### src/rtl/clock_pkg.sv
// Shared types and constants for the time-of-day counter and its display packing.
package clock_pkg;

  typedef enum logic [1:0] {
    RUN     = 2'd0,
    SET_HR  = 2'd1,
    SET_MIN = 2'd2
  } state_t;

  typedef struct packed {
    logic       en;
    logic [3:0] val;
    logic       dp;
  } digit_t;

  // Unlit digit with the active-low decimal point held off
  localparam digit_t BLANK_DIGIT = '{en: 1'b0, val: 4'd0, dp: 1'b1};

  localparam logic [3:0] HR_MAX_T = 4'd2;
  localparam logic [3:0] HR_MAX_U = 4'd3;

  function automatic digit_t make_digit(input logic en, input logic [3:0] val, input logic dp);
    digit_t d;
    d.en  = en;
    d.val = val;
    d.dp  = dp;
    return d;
  endfunction

endpackage

### src/rtl/time_keeper_bcd_field.sv
// Two-digit BCD counter that rolls over to 00 after LIMIT; wrap flags that rollover.
module bcd_field #(
  parameter int LIMIT = 59
) (
  input  logic       clk,
  input  logic       reset,
  input  logic       clr,
  input  logic       inc,
  output logic [3:0] tens,
  output logic [3:0] units,
  output logic       wrap
);

  localparam logic [3:0] LIM_T = 4'(LIMIT / 10);
  localparam logic [3:0] LIM_U = 4'(LIMIT % 10);

  logic at_limit;

  assign at_limit = (tens == LIM_T) && (units == LIM_U);
  assign wrap     = inc && at_limit;

  always_ff @(posedge clk) begin
    if (reset || clr) begin
      tens  <= 4'd0;
      units <= 4'd0;
    end else if (inc) begin
      if (at_limit) begin
        tens  <= 4'd0;
        units <= 4'd0;
      end else if (units == 4'd9) begin
        tens  <= tens + 4'd1;
        units <= 4'd0;
      end else begin
        units <= units + 4'd1;
      end
    end
  end

endmodule

### src/rtl/time_keeper.sv
// 24-hour HH:MM:SS counter with button set mode, feeding sseg_driver digit words.
// Define TIME_KEEPER_BLINK_EN to blink the field being edited in the set states.
module time_keeper
  import clock_pkg::*;
#(
  parameter int CLK_HZ = 100_000_000
) (
  input  logic       clk,
  input  logic       reset,
  input  logic       set_btn,
  input  logic       inc_btn,
  output logic [5:0] l0,
  output logic [5:0] l1,
  output logic [5:0] l2,
  output logic [5:0] l3,
  output logic [5:0] l4,
  output logic [5:0] l5,
  output logic [5:0] l6,
  output logic [5:0] l7,
  output logic       sec_tick,
  output logic [1:0] mode
);

  localparam int             PW        = (CLK_HZ > 1) ? $clog2(CLK_HZ) : 1;
  localparam logic [PW-1:0]  PRESC_MAX = PW'(CLK_HZ - 1);

  logic [PW-1:0] presc;
  state_t        state;
  logic          tick, leave_set;
  logic          sec_inc, min_inc, hr_inc;
  logic          sec_wrap, min_wrap, hr_wrap_unused;
  logic [3:0]    sec_t, sec_u, min_t, min_u, hr_t, hr_u;
  logic          hr_en, min_en;

  assign tick      = (presc == PRESC_MAX);
  assign sec_tick  = tick;
  assign leave_set = (state == SET_MIN) && set_btn;
  assign mode      = state;

  // Leaving set mode restarts the second so the new time starts on a clean boundary
  always_ff @(posedge clk) begin
    if (reset) begin
      presc <= '0;
      state <= RUN;
    end else begin
      presc <= (tick || leave_set) ? '0 : presc + 1'b1;
      if (set_btn) begin
        case (state)
          RUN:     state <= SET_HR;
          SET_HR:  state <= SET_MIN;
          default: state <= RUN;
        endcase
      end
    end
  end

  // A set_btn in the same cycle wins over inc_btn; set-mode increments never carry
  assign sec_inc = (state == RUN) && tick;
  assign min_inc = (state == RUN) ? sec_wrap
                                  : ((state == SET_MIN) && inc_btn && !set_btn);
  assign hr_inc  = (state == RUN) ? min_wrap
                                  : ((state == SET_HR) && inc_btn && !set_btn);

  bcd_field #(.LIMIT(59)) u_sec (
    .clk(clk), .reset(reset), .clr(leave_set), .inc(sec_inc),
    .tens(sec_t), .units(sec_u), .wrap(sec_wrap)
  );

  bcd_field #(.LIMIT(59)) u_min (
    .clk(clk), .reset(reset), .clr(1'b0), .inc(min_inc),
    .tens(min_t), .units(min_u), .wrap(min_wrap)
  );

  bcd_field #(.LIMIT(int'(HR_MAX_T) * 10 + int'(HR_MAX_U))) u_hr (
    .clk(clk), .reset(reset), .clr(1'b0), .inc(hr_inc),
    .tens(hr_t), .units(hr_u), .wrap(hr_wrap_unused)
  );

`ifdef TIME_KEEPER_BLINK_EN
  logic phase;
  assign phase  = (presc >= PW'(CLK_HZ / 2));
  assign hr_en  = !((state == SET_HR) && phase);
  assign min_en = !((state == SET_MIN) && phase);
`else
  assign hr_en  = 1'b1;
  assign min_en = 1'b1;
`endif

  // Decimal points on hr_u and min_u render as HH.MM.SS
  assign l0 = make_digit(1'b1,   sec_u, 1'b1);
  assign l1 = make_digit(1'b1,   sec_t, 1'b1);
  assign l2 = make_digit(min_en, min_u, 1'b0);
  assign l3 = make_digit(min_en, min_t, 1'b1);
  assign l4 = make_digit(hr_en,  hr_u,  1'b0);
  assign l5 = make_digit(hr_en,  hr_t,  1'b1);
  assign l6 = BLANK_DIGIT;
  assign l7 = BLANK_DIGIT;

endmodule

### config.mk
export PLATFORM = sky130hd
export DESIGN_NAME = time_keeper
export DESIGN_NICKNAME = d
export VERILOG_FILES = /design/src/rtl/clock_pkg.sv /design/src/rtl/time_keeper_bcd_field.sv /design/src/rtl/time_keeper.sv
export SDC_FILE = /design/constraint.sdc
export NUM_CORES = 1
export LEC_CHECK = 0
export ABC_AREA = 1
export BUFFER_PORTS_ARGS = -buffer_cell sky130_fd_sc_hd__buf_2
export CAP_MARGIN = 20
export CORE_AREA = 3 3 91 111
export CTS_CLUSTER_SIZE = 10
export DETAILED_ROUTE_END_ITERATION = 7
export DIE_AREA = 0 0 94 114
export PLACE_DENSITY = 0.58
export SYNTH_ARGS = -nofsm -noshare
export SYNTH_HDL_FRONTEND = slang
export SYNTH_HIERARCHICAL = 1
export SYNTH_SLANG_ARGS = --single-unit
### constraint.sdc
create_clock -name clk -period 3.2 [get_ports clk]
set_input_delay 0.32 -clock clk [delete_from_list [all_inputs] [get_ports clk]]
set_output_delay 0.32 -clock clk [all_outputs]
set_load 0.05 [all_outputs]
### After elaboration in Yosys (flattened, before gate mapping)

Cells that the tools add are included.

| word-level totals | value |
|---|---|
| input bits | 4 |
| register bits | 53 |
| output and inout port bits | 51 |

| cells by class | value |
|---|---|
| eq/ne operators | 10 |
| $add $sub $neg | 7 |
| muxes and demuxes | 15 |
| reduce and logical (&&, ||, !) cells | 22 |

Operators with widths:

| cell | number |
|---|---|
| 4-bit two-way mux | 12 |
| 27-bit by 1-bit adder with 27-bit output, second input constant | 1 |
| 27-bit == test, second input constant | 1 |
| 4-bit by 1-bit adder with 4-bit output, second input constant | 6 |
| 4-bit == test, second input constant | 3 |
| 1-bit logical AND | 11 |
| 4-bit by 2-bit == test with 1-bit output, second input constant | 2 |
| 4-bit by 3-bit == test with 1-bit output, second input constant | 2 |
| 2-bit AND reduction | 3 |
| 2-bit nonzero test | 3 |
| 2-bit case mux with 2 select lines | 1 |
| 2-bit by 1-bit == test with 1-bit output, second input constant | 1 |
| 2-bit == test, second input constant | 1 |
| 2-bit zero test | 1 |
| 1-bit logical OR | 2 |
| 1-bit two-way mux | 2 |
| 2-bit OR reduction | 1 |
| 1-bit zero test | 1 |

### Depth between registers and ports, before layout

| depth | value |
|---|---|
| depth in word-level cells | 7 |
| gate-level depth with buffers | 20 |
| depth with buffers taken out | 19 |

### By module

Netlist, hierarchy kept.

Modules (own cells, without submodules):

| module | area each (sq um) | times used | cells an instance |
|---|---|---|---|
| time_keeper | 1,810.5 | 1 | 284 |
| bcd_field (u_min ...) | 427.9 | 2 | 61 |
| bcd_field (u_hr) | 503.0 | 1 | 68 |

### Worst setup path before layout

OpenSTA, ideal clock, no wires.

| path | value |
|---|---|
| kind | register -> register |
| from | register presc[0] |
| to | register u_hr.units[0] |
| cell stages (with the launch flop) | 20 |
| slack | 0.114 ns |
| data arrival time | 3.020 ns |
| data required time | 3.134 ns |
| setup time | 0.066 ns |
| cells stage by stage | dfxtp_1 ha_1 nand3_2 inv_2 nand2_2 nor2_1 nand2_1 nor2_1 nand4_1 nor2_1 nand3_1 o31ai_1 nand4_1 nor2_1 nand3_1 o21ai_0 buf_6 inv_1 or2_1 a21oi_2 |

| on the way | value |
|---|---|
| cells in the longest elaborated chain, start to end | 6 |

Ends and longest elaborated chain:

| what | RTL line | source |
|---|---|---|
| from (decl) | time_keeper.sv:27 | `logic [PW-1:0] presc;` |
| from (signal assigned) | time_keeper.sv:46 | `presc <= (tick \|\| leave_set) ? '0 : presc + 1'b1;` |
| 27-bit == test | time_keeper.sv:35 | `assign tick = (presc == PRESC_MAX);` |
| 1-bit logical AND | time_keeper.sv:58 | `assign sec_inc = (state == RUN) && tick;` |
| via sec_inc | time_keeper.sv:30 | `logic sec_inc, min_inc, hr_inc;` |
| 1-bit logical AND | time_keeper_bcd_field.sv:20 | `assign wrap = inc && at_limit;` |
| via sec_wrap | time_keeper.sv:31 | `logic sec_wrap, min_wrap, hr_wrap_unused;` |
| 1-bit two-way mux | time_keeper.sv:59 | `assign min_inc = (state == RUN) ? sec_wrap` |
| via min_inc | time_keeper.sv:30 |  |
| 1-bit logical AND | time_keeper_bcd_field.sv:20 |  |
| via min_wrap | time_keeper.sv:31 |  |
| 1-bit two-way mux | time_keeper.sv:61 | `assign hr_inc = (state == RUN) ? min_wrap` |
| via hr_inc | time_keeper.sv:30 |  |
| to (signal assigned) | time_keeper_bcd_field.sv:34 | `units <= units + 4'd1;` |
| to (decl) | time_keeper_bcd_field.sv:10 | `output logic [3:0] units,` |

The timed path passes the listed nets, and every way through them passes these cells.
A chain may end at the register's enable or synchronous reset.

### Worst setup path in the final report

| path | value |
|---|---|
| from | register presc[1] |
| to | register u_hr.units[0] |

The elaborated chain is that of the path after synthesis.

==> results.md <==
- Fill cell count: about 980
- End point of the critical path: u_hr/units[0]
- Routed Antenna Nets: 0
- Reg2reg setup slack: about 350 ps
- P per Cell Area: between 300 and 400 nW/um^2
- Final WL: 6240 um
- DRT met1 WL: between 2000 and 3000 um
- Minimum clock period after layout: roughly 2800 ps
- MaxCap Viol Count: 0
- CP Launch Point: presc[1]
- TNS Setup: 0 ps
- Detailed Place HPWL: 4830 um
- Reg2reg path depth: 19
- Row count: 38
- Critical Path Start Type: flop
- Layout Skew: approximately 14 ps
- DR WL/cell: between 9 and 10 um
- Hold slack: about 230 ps
- First-pass GRT wire length: about 11000 um
- Post-Syn Area per Cell: around 6.7 um^2
- YS warnings: 6
- PortBufs: 30
- I/O Pins: 55
- CTS Buf Count: 5
- Largest net degree at the start of global routing: 27
- GRT Total Usage: 12.1%
- Clk pin slew, worst setup/hold paths: between 100 and 150 ps
- Uppermost routed layer: met4
- Ant. Diodes: 0
- Hold Fails Final Rpt: 0
- DIE HEIGHT: 114 um
- Fin cells: between 600 and 700
- Outcome: finished, final reports clean
- Max Freq: approximately 0.35 GHz
- H-tree depth: 2
- Gr ovfl total: 0
- Setup Crit Path Kind: reg -> reg
- Area of the mapped netlist: roughly 3200 um^2
- Die footprint: around 11000 um^2
- Routed wire length on met2: about 3000 um
- LEAKAGE: approximately 1.5 nW
- Required time worst endpoint: approximately 3500 ps
- Reg2Reg Capture Point: u_hr/units[0]
- Routed via count: around 2800
- Crit share post-route: between 80% and 90%
- Core area: 9030 um^2
- Root buffer cell: clkbuf_8
- Count of final setup violators: 0
- Routability cong.: 0.823
- CTS tree: built
- NumNets Final: 532
- Die width: 94 um
- Arrival @ worst endpoint: 3120 ps
- Detailed-route vias per instance: between 4 and 5
- Initial antenna violation count: 0
- Reg-to-Reg Start: presc[1]
- Area Overhead vs Synth: 10.7%
- Iteration-0 DRC Markers: 142
- Crit Path Max Fanout: 7
- Worst skew pair latency: around 320 ps
- WL met3: ~280 um
- Layout cell share with drive strength beyond 1: around 14%
- Setup crit end kind: flop
- Deepest clock path buffer count: 2
- DRC viols: 0
- Router iterations before antenna repair: 5
- Clk sinks: 53
- Maximum vdd drop: roughly 0.16 mV
- Synth Instances: between 400 and 500
- Power after layout: approximately 1.2 mW
- Vias in the first global route: 2565
- Initial Util: 35.0%
- Dpl cells: just over 600
- Hold Path Class: in -> reg
- Max Transition Viols Final: 0
-- timing repair --
item / in CTS / in global routing
hold buffers: 0 / 0
resized for setup: 0 / 2
setup buffers: 1 / 4
pin swaps: 1 / 1
setup endpoints to repair: 1 / 7
-- final cells by class --
type	count	area [um^2]	area share, %
well taps	120	150	4.28
inverters	60	225	6.43
repair buffers	38	210	6.00
clock inverters	3	26.3	0.750
clock buffers	5	68.8	1.96
multi-input cells	357	1760	50.3
flip-flops and latches	53	1060	30.3
-- state kept, by name, summed over array words and instances (netlist names) --
name         count
presc           27
u_hr/tens        4
u_hr/units       4
u_min/tens       4
u_min/units      4
u_sec/tens       4
u_sec/units      4
mode             2
-- worst min-delay path by stage --
stage                         from        to  cells after the start
after global placement    presc[0]  presc[0]                      1
after detailed placement  presc[0]  presc[0]                      1
final                      set_btn   mode[1]                      2
after floorplan            set_btn   mode[0]                      1
after CTS                  set_btn   mode[1]                      2
after global routing       set_btn   mode[1]                      2
-- critical path, stage by stage, from the launching register on --
cell     delay, ps
dfxtp_1        380
ha_1           210
nand3_2        130
inv_2           80
nand2_2         80
nor2_1         110
nand2_1        110
nor2_2         120
nand4_1        120
nor2_1         130
nand3_1        110
o31ai_2        140
nand4_1        180
nor2_1         130
nand3_1         90
o21ai_0         90
buf_4          180
inv_1           50
or2_1          220
a21oi_2        120
-- report_power, final --
part | switching, mW | leakage (nW) | internal [mW]
registers | 0.00667 | 0.428 | 0.665
clock network | 0.254 | 0.0423 | 0.160
logic | 0.102 | 1.02 | 0.0161
total | 0.362 | 1.49 | 0.841
-- cells in the final DEF (no fill, tap or decap), types with 8 or more instances in the layout --
master	n
nor2_1	86
nand2_1	127
conb_1	26
buf_2	30
ha_1	13
dfxtp_1	53
o21ai_0	8
buf_4	8
nand4_1	9
inv_1	59
a21oi_1	10
nor2_2	9
nand3_1	27
xor2_1	10
-- routing by layer --
layer  vias to the layer above  track usage [%]
met1                      1242             15.0
met4                         0             3.18
met3                         6             2.18
li1                       1487                -
met2                        56             21.3
met5                         -                0
-- stage by stage --
stage / worst slack (ps) / util, % / cell area [um^2]
floorplan: 119 / - / 3260
global placement: 201 / 37.2 / 3360
detailed placement: 15.4 / 37.2 / 3360
CTS: 166 / 38.4 / 3470
global route: -5.64 / 38.8 / 3500
finish: 353 / 38.8 / 3500
Note: power is estimated with default switching activity, not from simulation.
